--- src/rtl/fifo_defs.sv ---
// rtl/fifo_defs.sv - shared widths, helpers and default sizing for the RS232 byte FIFOs
package fifo_defs;

  localparam int DEF_FIFO_DEPTH         = 16;
  localparam int DEF_DATA_WIDTH         = 8;
  localparam int DEF_ALMOST_FULL_LEVEL  = DEF_FIFO_DEPTH - 2;
  localparam int DEF_ALMOST_EMPTY_LEVEL = 2;

  function automatic int clog2(input int value);
    int result;
    result = 0;
    for (int v = value - 1; v > 0; v = v >> 1) result++;
    return result;
  endfunction

  // count must represent FIFO_DEPTH itself, hence depth+1
  function automatic int count_width(input int depth);
    return clog2(depth + 1);
  endfunction

  function automatic int ptr_width(input int depth);
    return (clog2(depth) < 1) ? 1 : clog2(depth);
  endfunction

endpackage

--- src/rtl/fifo_mem.sv ---
// rtl/fifo_mem.sv - register array, one synchronous write port, one asynchronous read port
module fifo_mem
  import fifo_defs::*;
#(
  parameter int FIFO_DEPTH = DEF_FIFO_DEPTH,
  parameter int DATA_WIDTH = DEF_DATA_WIDTH
) (
  input  logic                            clk_i,
  input  logic                            wr_en_i,
  input  logic [ptr_width(FIFO_DEPTH)-1:0] wr_addr_i,
  input  logic [DATA_WIDTH-1:0]           wr_data_i,
  input  logic [ptr_width(FIFO_DEPTH)-1:0] rd_addr_i,
  output logic [DATA_WIDTH-1:0]           rd_data_o
);

  logic [DATA_WIDTH-1:0] mem_q [FIFO_DEPTH];

  // No reset: stale entries are hidden by the output mask in sync_fifo
  always_ff @(posedge clk_i) begin
    if (wr_en_i) mem_q[wr_addr_i] <= wr_data_i;
  end

  assign rd_data_o = mem_q[rd_addr_i];

endmodule

--- src/rtl/sync_fifo.sv ---
// rtl/sync_fifo.sv - single-clock first-word-fall-through FIFO with count, thresholds and sticky error flags
module sync_fifo
  import fifo_defs::*;
#(
  parameter int FIFO_DEPTH         = DEF_FIFO_DEPTH,
  parameter int DATA_WIDTH         = DEF_DATA_WIDTH,
  parameter int ALMOST_FULL_LEVEL  = FIFO_DEPTH - 2,
  parameter int ALMOST_EMPTY_LEVEL = DEF_ALMOST_EMPTY_LEVEL
) (
  input  logic                              clock,
  input  logic                              clear,
  input  logic                              enable,
  input  logic                              flush,
  input  logic                              in_valid,
  output logic                              in_ready,
  input  logic [DATA_WIDTH-1:0]             in_data,
  output logic                              out_valid,
  input  logic                              out_ready,
  output logic [DATA_WIDTH-1:0]             out_data,
  output logic [count_width(FIFO_DEPTH)-1:0] count,
  output logic                              full,
  output logic                              empty,
  output logic                              almost_full,
  output logic                              almost_empty,
  output logic                              overflow,
  output logic                              underflow
);

  localparam int              CW        = count_width(FIFO_DEPTH);
  localparam int              AW        = ptr_width(FIFO_DEPTH);
  localparam logic [AW-1:0]   LAST_PTR  = AW'(FIFO_DEPTH - 1);
  localparam logic [CW-1:0]   DEPTH_CNT = CW'(FIFO_DEPTH);

  logic [AW-1:0]         wr_ptr_q, wr_ptr_d, rd_ptr_q, rd_ptr_d;
  logic [CW-1:0]         count_q, count_d;
  logic                  overflow_q, overflow_d, underflow_q, underflow_d;
  logic                  active, push, pop;
  logic [DATA_WIDTH-1:0] rd_data;

  // Explicit wrap so non-power-of-two depths work
  function automatic logic [AW-1:0] next_ptr(input logic [AW-1:0] p);
    return (p == LAST_PTR) ? '0 : p + AW'(1);
  endfunction

  assign active       = enable & ~flush;
  assign full         = (count_q == DEPTH_CNT);
  assign empty        = (count_q == '0);
  assign almost_full  = (int'(count_q) >= ALMOST_FULL_LEVEL);
  assign almost_empty = (int'(count_q) <= ALMOST_EMPTY_LEVEL);
  assign in_ready     = active & ~full;
  assign out_valid    = active & ~empty;
  assign push         = in_valid & in_ready;
  assign pop          = out_valid & out_ready;
  assign out_data     = out_valid ? rd_data : '0;
  assign count        = count_q;
  assign overflow     = overflow_q;
  assign underflow    = underflow_q;

  always_comb begin
    wr_ptr_d    = wr_ptr_q;
    rd_ptr_d    = rd_ptr_q;
    count_d     = count_q;
    overflow_d  = overflow_q;
    underflow_d = underflow_q;
    if (flush) begin
      wr_ptr_d = '0;
      rd_ptr_d = '0;
      count_d  = '0;
    end else if (enable) begin
      if (push) wr_ptr_d = next_ptr(wr_ptr_q);
      if (pop)  rd_ptr_d = next_ptr(rd_ptr_q);
      case ({push, pop})
        2'b10:   count_d = count_q + CW'(1);
        2'b01:   count_d = count_q - CW'(1);
        default: count_d = count_q;
      endcase
      if (in_valid & full)   overflow_d  = 1'b1;
      if (out_ready & empty) underflow_d = 1'b1;
    end
  end

  always_ff @(posedge clock) begin
    if (clear) begin
      wr_ptr_q    <= '0;
      rd_ptr_q    <= '0;
      count_q     <= '0;
      overflow_q  <= 1'b0;
      underflow_q <= 1'b0;
    end else begin
      wr_ptr_q    <= wr_ptr_d;
      rd_ptr_q    <= rd_ptr_d;
      count_q     <= count_d;
      overflow_q  <= overflow_d;
      underflow_q <= underflow_d;
    end
  end

  fifo_mem #(
    .FIFO_DEPTH(FIFO_DEPTH),
    .DATA_WIDTH(DATA_WIDTH)
  ) u_mem (
    .clk_i    (clock),
    .wr_en_i  (push & ~clear),
    .wr_addr_i(wr_ptr_q),
    .wr_data_i(in_data),
    .rd_addr_i(rd_ptr_q),
    .rd_data_o(rd_data)
  );

endmodule
--- config.mk ---
export PLATFORM = sky130hd
export DESIGN_NAME = sync_fifo
export DESIGN_NICKNAME = d
export VERILOG_FILES = /design/src/rtl/fifo_defs.sv /design/src/rtl/fifo_mem.sv /design/src/rtl/sync_fifo.sv
export SDC_FILE = /design/constraint.sdc
export NUM_CORES = 1
export LEC_CHECK = 0
export CAP_MARGIN = 20
export CORE_MARGIN = 3
export CORE_UTILIZATION = 59
export DETAILED_ROUTE_END_ITERATION = 8
export PLACE_DENSITY = 0.79
export SLEW_MARGIN = 15
export SYNTH_ARGS = -nofsm -noshare
export SYNTH_HDL_FRONTEND = slang
export SYNTH_SLANG_ARGS = --single-unit
--- constraint.sdc ---
create_clock -name clock -period 3.52 [get_ports clock]
set_input_delay 0.352 -clock clock [delete_from_list [all_inputs] [get_ports clock]]
set_output_delay 0.352 -clock clock [all_outputs]
set_load 0.1 [all_outputs]
==> results of run 1 <==
cell usage in the layout (no fill, tap or decap), types with 2 or more instances in the layout:
cell type,instances
clkinvlp_4,3
o21ai_0,4
inv_1,7
nand3b_1,2
buf_4,31
nand2b_1,4
clkdlybuf4s50_1,21
edfxtp_1,128
clkinv_2,2
nor2_1,26
xor2_1,3
nand2_1,13
clkbuf_16,16
clkinv_4,2
a31oi_1,3
a311oi_1,2
dfxtp_1,18
nor2b_1,11
or4_1,2
bufinv_16,5
nor3_1,6
a21oi_1,12
mux4_2,40
ha_1,8
nand3_1,5
final timing paths:
check	slack, ps	to	from	cells past startpoint
min	490	underflow	underflow	2
max reg2reg	510	count[4]	count[1]	9
max	280	out_data[5]	count[1]	4
min reg2reg	490	underflow	underflow	2
worst max-delay path, cell delays in order, from the launching register on:
cell     delay [ps]
dfxtp_1         440
or4_4           610
o21ai_1         860
nor2b_1         150
buf_4           290
state kept, by name (all words and copies together), names as in the netlist, named ones only:
signal / count
rd_ptr_q: 4
wr_ptr_q: 4
underflow: 1
count: 5
overflow: 1
u_mem.mem_q: 128
cell type report:
| class | instances | area (sq um) | area share |
|---|---|---|---|
| repair buffers | 53 | 463 | 0.0645 |
| flip-flops and latches | 147 | 4230 | 0.589 |
| clock inverters | 13 | 209 | 0.0291 |
| well taps | 133 | 166 | 0.0232 |
| clock buffers | 18 | 418 | 0.0582 |
| inverters | 7 | 26.3 | 0.00366 |
| multi-input cells | 163 | 1670 | 0.233 |
power groups by stage:
| stage | Sequential [mW] | Combinational (mW) | Clock [mW] |
|---|---|---|---|
| after floorplan | 1.94 | 0.0271 | 0 |
| after global placement | 1.93 | 0.0744 | 0 |
| after detailed placement | 1.93 | 0.0772 | 0 |
| after CTS | 1.90 | 0.0778 | 1.92 |
| after global routing | 1.90 | 0.0845 | 2.00 |
| final | 1.90 | 0.0778 | 1.90 |
cells in the mapped netlist (5+ instances only):
master	n
buf_1	5
nor3_1	6
dfxtp_1	19
nor2_1	27
ha_1	8
inv_1	7
nand2_1	13
nor2b_1	11
a21oi_1	12
nand3_1	5
mux4_2	40
edfxtp_1	128
stage by stage:
step | setup WS, ps | hold slack [ps] | std cells
floorplan | 149 | 424 | 331
global placement | 529 | 481 | 503
detailed placement | 451 | 464 | 503
CTS | 309 | 475 | 534
global route | 207 | 505 | 534
finish | 276 | 488 | 534
cells by family (layout without fill, tap and decap cells):
logic type / after synthesis / after routing / synth area share
AOI/OAI and AO/OA: 32 / 32 / 0.0372
and+or+nand+nor: 79 / 79 / 0.0675
DFF: 147 / 147 / 0.705
muxes: 40 / 40 / 0.150
xor gates and xnor gates: 4 / 4 / 0.00585
buffers and inverters: 21 / 91 / 0.0173
adders and majority gates: 8 / 8 / 0.0167
routing by layer:
layer	global-route usage	vias up	share of wire
met5	0	-	0
met4	0.0932	0	0.015
met3	0.0590	14	0.074
met2	0.416	174	0.52
met1	0.342	1706	0.39
li1	-	1449	-
==> metrics.md, run 1 <==
| Metric | Value |
|---|---|
| Status | `complete, no violations` |
| Core Region | `9820 sq um` |
| Yosys Warn Count | `0` |
| Commonest register cell after synthesis | `edfxtp_1` |
| Finish-stage setup viols | `0` |
| H-tree depth | `4` |
| Leak | `2.34 nW` |
| Psw | `around 0.74 mW` |
| Global route overflow | `0` |
| EDFF count, synth | `approximately 130` |
| Seq/Total Area, Yosys | `0.705` |
| Critical Path Start Type | `flop` |
| Die W | `between 100 and 150 um` |
| Die ar. | `around 11,000 sq um` |
| Die Y | `approximately 110 um` |
| Critical Path AT | `slightly below 3000 ps` |
| Placed Instance Area | `roughly 6600 sq um` |
| Combinational power share | `0.020` |
| GPL Wtd Cong | `roughly 0.85` |
| Final nets | `a little over 400` |
| Syn Std Cell Area | `5990 sq um` |
| Cell Rows | `36` |
| N_diodes | `0` |
| Fin crit share | `0.921` |
| Reg power frac | `0.489` |
| PortBufs | `34` |
| Post-CTS Setup Inserts | `0` |
| CTS buffer count | `17` |
| Max Freq | `~300 MHz` |
| Setup repair after global routing missed its margin | `false` |
| Wire per inst | `roughly 25 um` |
| Post-layout util | `0.731` |
| DR vias/cell | `6.26` |
| Max-cap viol count | `0` |
| Crit. End Element | `output port` |
| Cell count after synthesis | `approximately 330` |
| Switching share of power | `0.190` |
| Vias | `between 3,000 and 4,000` |
| Tot Pwr | `between 3 and 4 mW` |
| Clock slew at reported path FFs | `60 ps` |
| First-pass GRT wire length | `approximately 20,000 um` |
| Initial antenna violation count | `0` |
| Final hold violations | `0` |
| CTS max path bufs | `2` |
| Drt total wl | `13,200 um` |
| Syn Area/Cell | `18.1 sq um` |
| TritonCTS clock tree | `built` |
| Slew HR | `0.267` |
| Pins Over Slew Limit | `0` |
| Crit Path Category | `flop to output port` |
| GRT Total Usage | `0.255` |
| Vias in the first global route | `about 3,300` |
| CTS Hold Bufs | `0` |
| Final Critical Period | `around 3200 ps` |
| Yosys cell types | `43` |
| Hold crit path type | `flop to flop` |
| Synth top area share | `0.642` |
| Final-layout fill cell count | `~630` |
| Internal power | `approximately 3.1 mW` |
| Worst VDD drop | `0.000381 V` |
| Post-DRT Antenna Nets | `0` |
| Worst path required time | `~3200 ps` |
| Setup TNS | `0 ps` |
| FFs w/ async S/R, synth | `0` |
| Post-Syn Nets | `~350` |
| Final HPWL DP | `7580 um` |
| Root Driver | `clkbuf_8` |
| # DRC | `0` |
| Initial core utilization | `0.610` |
| Pwr per Cell Area | `roughly 540 nW/um^2` |
| Critical-path maximum fanout | `12` |
| Area growth from synthesis to final layout | `19.8%` |
| Worst skew pair latency | `530 ps` |
| Initial DRC count | `~300` |
| PostCTS Resize Cnt | `0` |
| Largest net degree at the start of global routing | `33` |
| Post-route cell area | `a little over 7000 sq um` |
| Clk pwr share | `0.490` |
| Post-synth top area cell | `edfxtp_1` |
| Synth top area cells | `edfxtp_1 (64%), mux4_2 (15%), dfxtp_1 (6.3%), nor2_1 (1.7%), ha_1 (1.7%)` |
| Share of layout cells above drive strength 1 | `0.274` |
| IO Count | `35` |
| Initial DRT Pass Iterations | `5` |
| Yosys reg bits | `147` |
| Worst-margin pin slew | `~1100 ps` |
| # clock sinks | `between 100 and 150` |
| Fin Clk Skew | `~7.4 ps` |
Power figures use the tool's default switching activity.
==> run 2: changes to the inputs <==
--- a/config.mk
+++ b/config.mk
@@ -8,9 +8,10 @@
 export CAP_MARGIN = 20
 export CORE_MARGIN = 3
 export CORE_UTILIZATION = 59
+export CTS_CLUSTER_DIAMETER = 100
 export DETAILED_ROUTE_END_ITERATION = 8
 export PLACE_DENSITY = 0.79
-export SLEW_MARGIN = 15
+export SLEW_MARGIN = 20
 export SYNTH_ARGS = -nofsm -noshare
 export SYNTH_HDL_FRONTEND = slang
 export SYNTH_SLANG_ARGS = --single-unit
==> results of run 2 <==
Final layout, timing and power as in run 1 (identical DEF).
